$ cat config.mk
export PLATFORM = sky130hd
export DESIGN_NAME = icache_fetch
export DESIGN_NICKNAME = d
export VERILOG_FILES = /design/src/rtl/icache_fetch.sv
export SDC_FILE = /design/constraint.sdc
export NUM_CORES = 2
export LEC_CHECK = 0
export BUFFER_PORTS_ARGS = -buffer_cell sky130_fd_sc_hd__buf_2
export CAP_MARGIN = 15
export CORE_MARGIN = 1.5
export CORE_UTILIZATION = 50
export DETAILED_ROUTE_END_ITERATION = 10
export HOLD_SLACK_MARGIN = 0.05
export PLACE_DENSITY = 0.66
export SYNTH_ARGS = -nofsm -noshare
export SYNTH_HDL_FRONTEND = slang
export SYNTH_SLANG_ARGS = --single-unit
$ cat constraint.sdc
create_clock -name clk_i -period 4.9 [get_ports clk_i]
set_input_delay 0.49 -clock clk_i [delete_from_list [all_inputs] [get_ports clk_i]]
set_output_delay 0.49 -clock clk_i [all_outputs]
set_load 0.1 [all_outputs]
$ cat src/rtl/icache_fetch.sv
// Direct-mapped read-only instruction cache that stalls the PC on a miss and fills a 4-word line.
// Optional hit/miss counters are enabled with ICACHE_STATS_EN.
module icache_fetch #(
   parameter int LINES = 16,
   parameter int IDX_W = 4
) (
   input  logic        clk_i,
   input  logic        rst_i,
   input  logic        req_i,
   input  logic [31:0] pc_i,
   input  logic        flush_i,
   output logic [31:0] instr_o,
   output logic        instr_valid_o,
   output logic        pc_write_o,
   output logic        mem_req_o,
   output logic [31:0] mem_addr_o,
   input  logic        mem_ack_i,
   input  logic [31:0] mem_data_i
`ifdef ICACHE_STATS_EN
   ,
   output logic [31:0] hit_cnt_o,
   output logic [31:0] miss_cnt_o
`endif
);

   localparam int TAG_W = 28 - IDX_W;

   typedef enum logic [1:0] {IDLE, FILL, DONE} state_t;

   state_t            r_state;
   logic [1:0]        r_cnt;
   logic              r_abort;
   logic [27:0]       r_base;
   logic [LINES-1:0]  r_valid;
   logic [TAG_W-1:0]  r_tag  [LINES];
   logic [31:0]       r_data [LINES][4];

   logic [IDX_W-1:0]  w_idx;
   logic [TAG_W-1:0]  w_tag;
   logic [1:0]        w_off;
   logic [IDX_W-1:0]  w_fidx;
   logic              w_hit;
   logic              w_lookup;
   logic              w_hit_ok;
   logic              w_miss;
   logic              w_wr;
   logic              w_last;

   assign w_idx    = pc_i[IDX_W+3:4];
   assign w_tag    = pc_i[31:IDX_W+4];
   assign w_off    = pc_i[3:2];
   assign w_fidx   = r_base[IDX_W-1:0];
   assign w_hit    = r_valid[w_idx] && (r_tag[w_idx] == w_tag);
   assign w_lookup = (r_state == IDLE) && req_i;
   assign w_hit_ok = w_lookup && w_hit && !flush_i;
   assign w_miss   = w_lookup && !w_hit && !flush_i;
   assign w_wr     = (r_state == FILL) && mem_ack_i;
   assign w_last   = w_wr && (r_cnt == 2'd3);

   // A flush with a pending fetch wins over the hit so the lookup is retried as a miss.
   assign instr_valid_o = w_hit_ok;
   assign instr_o       = w_hit_ok ? r_data[w_idx][w_off] : 32'h0;
   assign pc_write_o    = (r_state == IDLE) && !(req_i && (!w_hit || flush_i));

   always_ff @(posedge clk_i or posedge rst_i) begin
      if (rst_i) begin
         r_state    <= IDLE;
         r_cnt      <= 2'd0;
         r_abort    <= 1'b0;
         r_valid    <= '0;
         mem_req_o  <= 1'b0;
         mem_addr_o <= 32'h0;
`ifdef ICACHE_STATS_EN
         hit_cnt_o  <= 32'h0;
         miss_cnt_o <= 32'h0;
`endif
      end else begin
`ifdef ICACHE_STATS_EN
         if (w_hit_ok) hit_cnt_o <= hit_cnt_o + 32'd1;
         if (w_miss)   miss_cnt_o <= miss_cnt_o + 32'd1;
`endif
         case (r_state)
            IDLE: begin
               if (flush_i) begin
                  r_valid <= '0;
               end else if (w_miss) begin
                  r_state    <= FILL;
                  r_cnt      <= 2'd0;
                  r_abort    <= 1'b0;
                  mem_req_o  <= 1'b1;
                  mem_addr_o <= pc_i & 32'hFFFF_FFF0;
               end
            end
            FILL: begin
               // An aborted fill still drains all four handshakes; only the valid bit is withheld.
               if (flush_i) r_abort <= 1'b1;
               if (mem_ack_i) begin
                  r_cnt      <= r_cnt + 2'd1;
                  mem_addr_o <= {r_base, r_cnt + 2'd1, 2'b00};
                  if (r_cnt == 2'd3) begin
                     mem_req_o <= 1'b0;
                     r_state   <= DONE;
                     if (r_abort || flush_i) r_valid <= '0;
                     else                    r_valid[w_fidx] <= 1'b1;
                  end
               end
            end
            DONE: begin
               r_state <= IDLE;
               if (flush_i) r_valid <= '0;
            end
            default: r_state <= IDLE;
         endcase
      end
   end

   always_ff @(posedge clk_i) begin
      if (w_miss) r_base <= pc_i[31:4];
      if (w_wr)   r_data[w_fidx][r_cnt] <= mem_data_i;
      if (w_last) r_tag[w_fidx] <= r_base[27:IDX_W];
   end

endmodule

Word level (Yosys, flattened, before mapping) --
Memories as Yosys holds them, arrays and structs flattened. Index checks and enable logic that the tools add are counted.
Storage, ports and cells: register bits 82, output and inout bits 67, logic and storage cells 96, memories 2, input port bits 69, RAM bits 2432
Operators by class: multiplexer cells 41, bitwise logic cells 3, reductions and logical operators 26, magnitude comparators 6, $add $sub $neg 1, equality and inequality tests 10
Memories:
- r_data | depth 16, width 128, read ports 1, clocked after memory_dff 0, wr ports 1, RTL line 36 | logic [31:0] r_data [LINES][4];
- r_tag | depth 16, width 24, read ports 1, clocked after memory_dff 0, wr ports 1, RTL line 35 | logic [TAG_W-1:0] r_tag [LINES];
Operators with widths (number):
- 32-bit two-way mux | 7
- 128-bit two-way mux | 1
- 32-bit binary-select mux with 2-bit select | 1
- 32-bit demux with 2-bit select | 1
- 16-bit two-way mux | 4
- 32-bit case mux with 2 select lines | 1
- 16-bit case mux with 2 select lines | 1
- 24-bit equality test | 1
- 16-bit OR | 1
- 4-bit AND reduction | 4
- 2-bit two-way mux | 7
- 1-bit logical AND | 12
- 1-bit two-way mux | 12
- 4-bit by 5-bit less-than comparator with 1-bit output, second input constant | 2
- 2-bit inequality test, second input constant | 4
- 2-bit case mux with 2 select lines | 2
- 3-bit greater-or-equal comparator, second input constant | 2
- 2-bit NOT with 3-bit output | 2
- 5-bit AND reduction | 1
- 1-bit binary-select mux with 4-bit select | 1
- 1-bit demux with 4-bit select | 1
- 2-bit equality test, second input constant | 2
- 4-bit by 1-bit greater-or-equal comparator with 1-bit output, second input constant | 1
- 2-bit by 1-bit inequality test with 1-bit output, second input constant | 2
- 9 further kinds | 14

Depth between registers and ports, before layout --
depth after elaboration 9, mapped depth 15, gate-level depth less buffers 9

Worst setup path before layout --
OpenSTA, ideal clock, no wires.
kind input to output, start input port pc_i[4], end output port pc_write_o, path slack -505 ps, data arrival time 4915 ps, required time 4410 ps, path buffers 2, stages 11, path through buf_2 buf_2 mux4_2 mux2i_1 xor2_1 nand2_1 o41ai_1 nand2_1 nor4b_4 nand3_1 a211oi_1
Between the ends: cells in the longest elaborated chain, start to end 8, elaborated cells between the ends (all ways) 10, those cells by class eq/ne: 1; mux: 2; reduce/logical: 6; memory: 1
Ends and longest elaborated chain:
- start, declared | RTL line 10 | input logic [31:0] pc_i,
- memory 16 x 24 bit / 1-bit binary-select mux with 4-bit select (equally long branches)
- 24-bit equality test / 1-bit two-way mux (equally long branches) | RTL line 53 | assign w_hit = r_valid[w_idx] && (r_tag[w_idx] == w_tag);
- 1-bit logical AND * | RTL line 53
- 1-bit logical NOT * | RTL line 63 | assign pc_write_o = (r_state == IDLE) && !(req_i && (!w_hit || flush_i));
- 1-bit logical OR * | RTL line 63
- 1-bit logical AND * | RTL line 63
- 1-bit logical NOT * | RTL line 63
- 1-bit logical AND * | RTL line 63
- end, declared | RTL line 14 | output logic pc_write_o,
Mark *: on every way between the ends. The rest lies on a longest branch, timed or not. The select of a mux whose other input is x is not followed.

Worst setup path in the final report --
start memory r_tag[2][22] (netlist bit), end output port instr_o[31]
Between the ends: cells in the longest elaborated chain, start to end 6
Ends and longest elaborated chain:
- start, declared | RTL line 35
- memory 16 x 24 bit
- 24-bit equality test | RTL line 53
- 1-bit logical AND | RTL line 53
- 1-bit logical AND (2 in series) | RTL line 55 | assign w_hit_ok = w_lookup && w_hit && !flush_i;
- 32-bit two-way mux | RTL line 62 | assign instr_o = w_hit_ok ? r_data[w_idx][w_off] : 32'h0;
- end, declared | RTL line 12 | output logic [31:0] instr_o,
Every way passes these cells.

==> flow_metrics.env <==
export IMPL_vias=44300
export IMPL_avgSynthCellArea_um2=24.4
export IMPL_grt_setup_unrepaired="no"
export IMPL_yosys_warnings=0
export IMPL_synth_edf_count=2460
export IMPL_synth_top_cell_by_area="edfxtp_1"
export IMPL_min_period_ps=4640
export IMPL_cts_tree="done"
export IMPL_max_freq_mhz=215
export IMPL_arrival_ps=4150
export IMPL_grt_pass1_wl_um=325000
export IMPL_final_util_pct=57.4
export IMPL_die_area_um2=195000
export IMPL_ys_async_sr_fraction_pct=1.99
export IMPL_wl_um=227000
export IMPL_min_path_type="in -> reg"
export IMPL_cts_max_level=4
export IMPL_grt_max_degree=86
export IMPL_hold_violations=0
export IMPL_place_congestion=0.788
export IMPL_route_detailed_drc=0
export IMPL_firstDrtPassIters=5
export IMPL_setup_tns_ps=0
export IMPL_routedWlPerCell_um=32.0
export IMPL_fp_coreArea_um2=192000
export IMPL_antenna_found_initial=24
export IMPL_yosys_register_bits=2510
export IMPL_ys_flop_type="edfxtp_1"
export IMPL_setup_violations=0
export IMPL_clk_path_buf_depth=3
export IMPL_root_buffer="clkbuf_16"
export IMPL_drt_vias_per_instance=6.25
export IMPL_cts_buffers=234
export IMPL_fin_crit_sh_pct=94.7
export IMPL_powerDensity_nw_per_um2=415
export IMPL_io_pins=136
export IMPL_rows=161
export IMPL_cts_sinks=2510
export IMPL_place_ws_ps=416
export IMPL_initial_core_util_pct=50.2
export IMPL_die_width_um=442
export IMPL_outcome="finished clean"
export IMPL_skew_ps=41.3
export IMPL_p_leak_nw=34.4
export IMPL_synth_cells=3959
export IMPL_final_common_cell="edfxtp_1"
export IMPL_drive_gt1_share_pct=32.8
export IMPL_n_fill_cell=13600
export IMPL_fin_cells=7087
export IMPL_cp_start_kind="flip-flop"
export IMPL_ys_seq_area_share_pct=77.9
export IMPL_yosysTopAreaCellShare_pct=76.6
export IMPL_port_buffers=131
export IMPL_drv_slew=0
export IMPL_syn_area_um2=96400
export IMPL_first_iter_violations=4996
export IMPL_placed_cells_incl_taps=6597
export IMPL_grt_usage_pct=23.3
export IMPL_drv_cap=0
export IMPL_yosys_cell_types_count=53
export IMPL_nNetsFinal=4428
export IMPL_grt_pass1_vias=44700
export IMPL_clkTransAtPathRegs_ps=60
export IMPL_ir_worst_vdd_v=0.000604
export IMPL_final_cell_mix="edfxtp_1 (2460), mux4_2 (749), clkbuf_16 (237)"
export IMPL_dp_hpwl_um=132000
export IMPL_crit_required_ps=4410
export IMPL_end_kind="output pin"
export IMPL_fin_area_um2=110000
export IMPL_dieHeight_um=442
export IMPL_setup_ws_ps=258
export IMPL_ant_nets=0
export IMPL_syn_to_final_growth_pct=14.3
export IMPL_relSlewSlack_pct=21.4
export IMPL_worstSkewPairLatency_ps=860
export IMPL_crit_type="reg -> out"
export IMPL_dpl_cell_area_um2=102000
export IMPL_synth_area_leaders="edfxtp_1 (77%), mux4_2 (17%), dfrtp_1 (1.3%), mux2i_1 (0.59%), clkbuf_1 (0.44%)"
export IMPL_rrSetupSlack_ps=1220
export IMPL_worst_pin_slew_ps=1180
export IMPL_path_max_fanout=33
export IMPL_overflow=0
final cells by class:
cell class | instances | area (um2) | area share, %
Multi-Input combinational cell | 1224 | 20700 | 18.8
Inverter | 8 | 30.0 | 0.0272
Sequential cell | 2510 | 75100 | 68.2
Timing Repair Buffer | 377 | 3860 | 3.51
Clock buffer | 320 | 6320 | 5.74
Antenna cell | 9 | 22.5 | 0.0204
Tap cell | 2526 | 3160 | 2.87
Clock inverter | 113 | 955 | 0.866
final timing paths:
check,startpoint,cells after the start,endpoint
setup / recovery,r_tag[2][22]$_DFFE_PP_,11,instr_o[31]
hold / removal,mem_data_i[29],1,r_data[1][93]$_DFFE_PP_
setup reg to reg,r_base[0]$_DFFE_PP_,4,r_data[3][38]$_DFFE_PP_
hold reg to reg,mem_req_o$_DFFE_PP0P_,2,mem_req_o$_DFFE_PP0P_
max in group asynchronous,rst_i,4,r_abort$_DFFE_PP0P_
min in group asynchronous,rst_i,4,mem_addr_o[24]$_DFFE_PP0P_
cells by family (layout without fill, tap and decap cells):
group	after synthesis	after routing	synth area share (%)
adder cells (fa/ha/maj)	4	4	0.0519
multiplexers	829	829	18.4
AO/OA/AOI/OAI	131	131	1.12
other	1	11	0.00389
AND/OR/NAND/NOR	220	220	1.10
flip-flops	2510	2510	77.9
buffers and inverters	226	818	1.11
XOR/XNOR	38	38	0.345
flip-flops by register name, indices dropped and copies added (netlist names):
| register | cells |
|---|---|
| r_data | 2048 |
| r_valid | 16 |
| mem_addr_o | 29 |
| r_abort | 1 |
| r_tag | 384 |
| mem_req_o | 1 |
| r_base | 28 |
| r_cnt | 1 |
| r_state | 2 |
report_power, final:
| part | switching (mW) | internal (mW) | total (mW) |
|---|---|---|---|
| Clock | 7.69 | 9.63 | 17.3 |
| Combinational | 2.77 | 1.32 | 4.09 |
| Sequential | 0.274 | 24.0 | 24.3 |
worst max-delay path, cell delays in order, from the launching register on:
cell,delay [ps]
edfxtp_1,380
mux4_2,480
mux2i_1,170
xor2_1,220
nand3_1,120
nor3_1,500
o22ai_1,300
nor4_4,220
nand3_2,130
buf_12,230
nor2b_1,280
buf_12,210
through the flow:
stage / total power, mW / hold slack, ps
after floorplan: 27.3 / 457
after global placement: 28.7 / 461
after detailed placement: 28.8 / 472
after CTS: 45.9 / 145
after global routing: 47.0 / 52.0
final: 45.7 / 77.1
cell usage after synthesis, drive strengths merged, types with 11 or more instances:
library cell	count
edfxtp	2460
mux4	749
clkbuf	118
buf	100
nor2	88
mux2i	57
dfrtp	50
nand2	47
nor2b	41
o221a	28
o22a	28
mux2	23
xor2	21
xnor2	17
nand2b	12
nand3	12
a31oi	11
repair_timing:
action,4_1_cts,5_1_grt
gates resized for setup,0,0
hold buffers,27,8
buffers inserted,0,0
endpoints found under the hold margin,101,87
per-layer routing:
| metal | vias to the layer above | GRT usage (%) | wire length, um |
|---|---|---|---|
| met3 | 341 | 3.92 | 15900 |
| met2 | 1828 | 38.0 | 114000 |
| met4 | 2 | 6.12 | 5320 |
| met5 | - | 0 | 13 |
| li1 | 17900 | - | - |
| met1 | 24200 | 33.1 | 91900 |
Power figures use the tool's default switching activity.
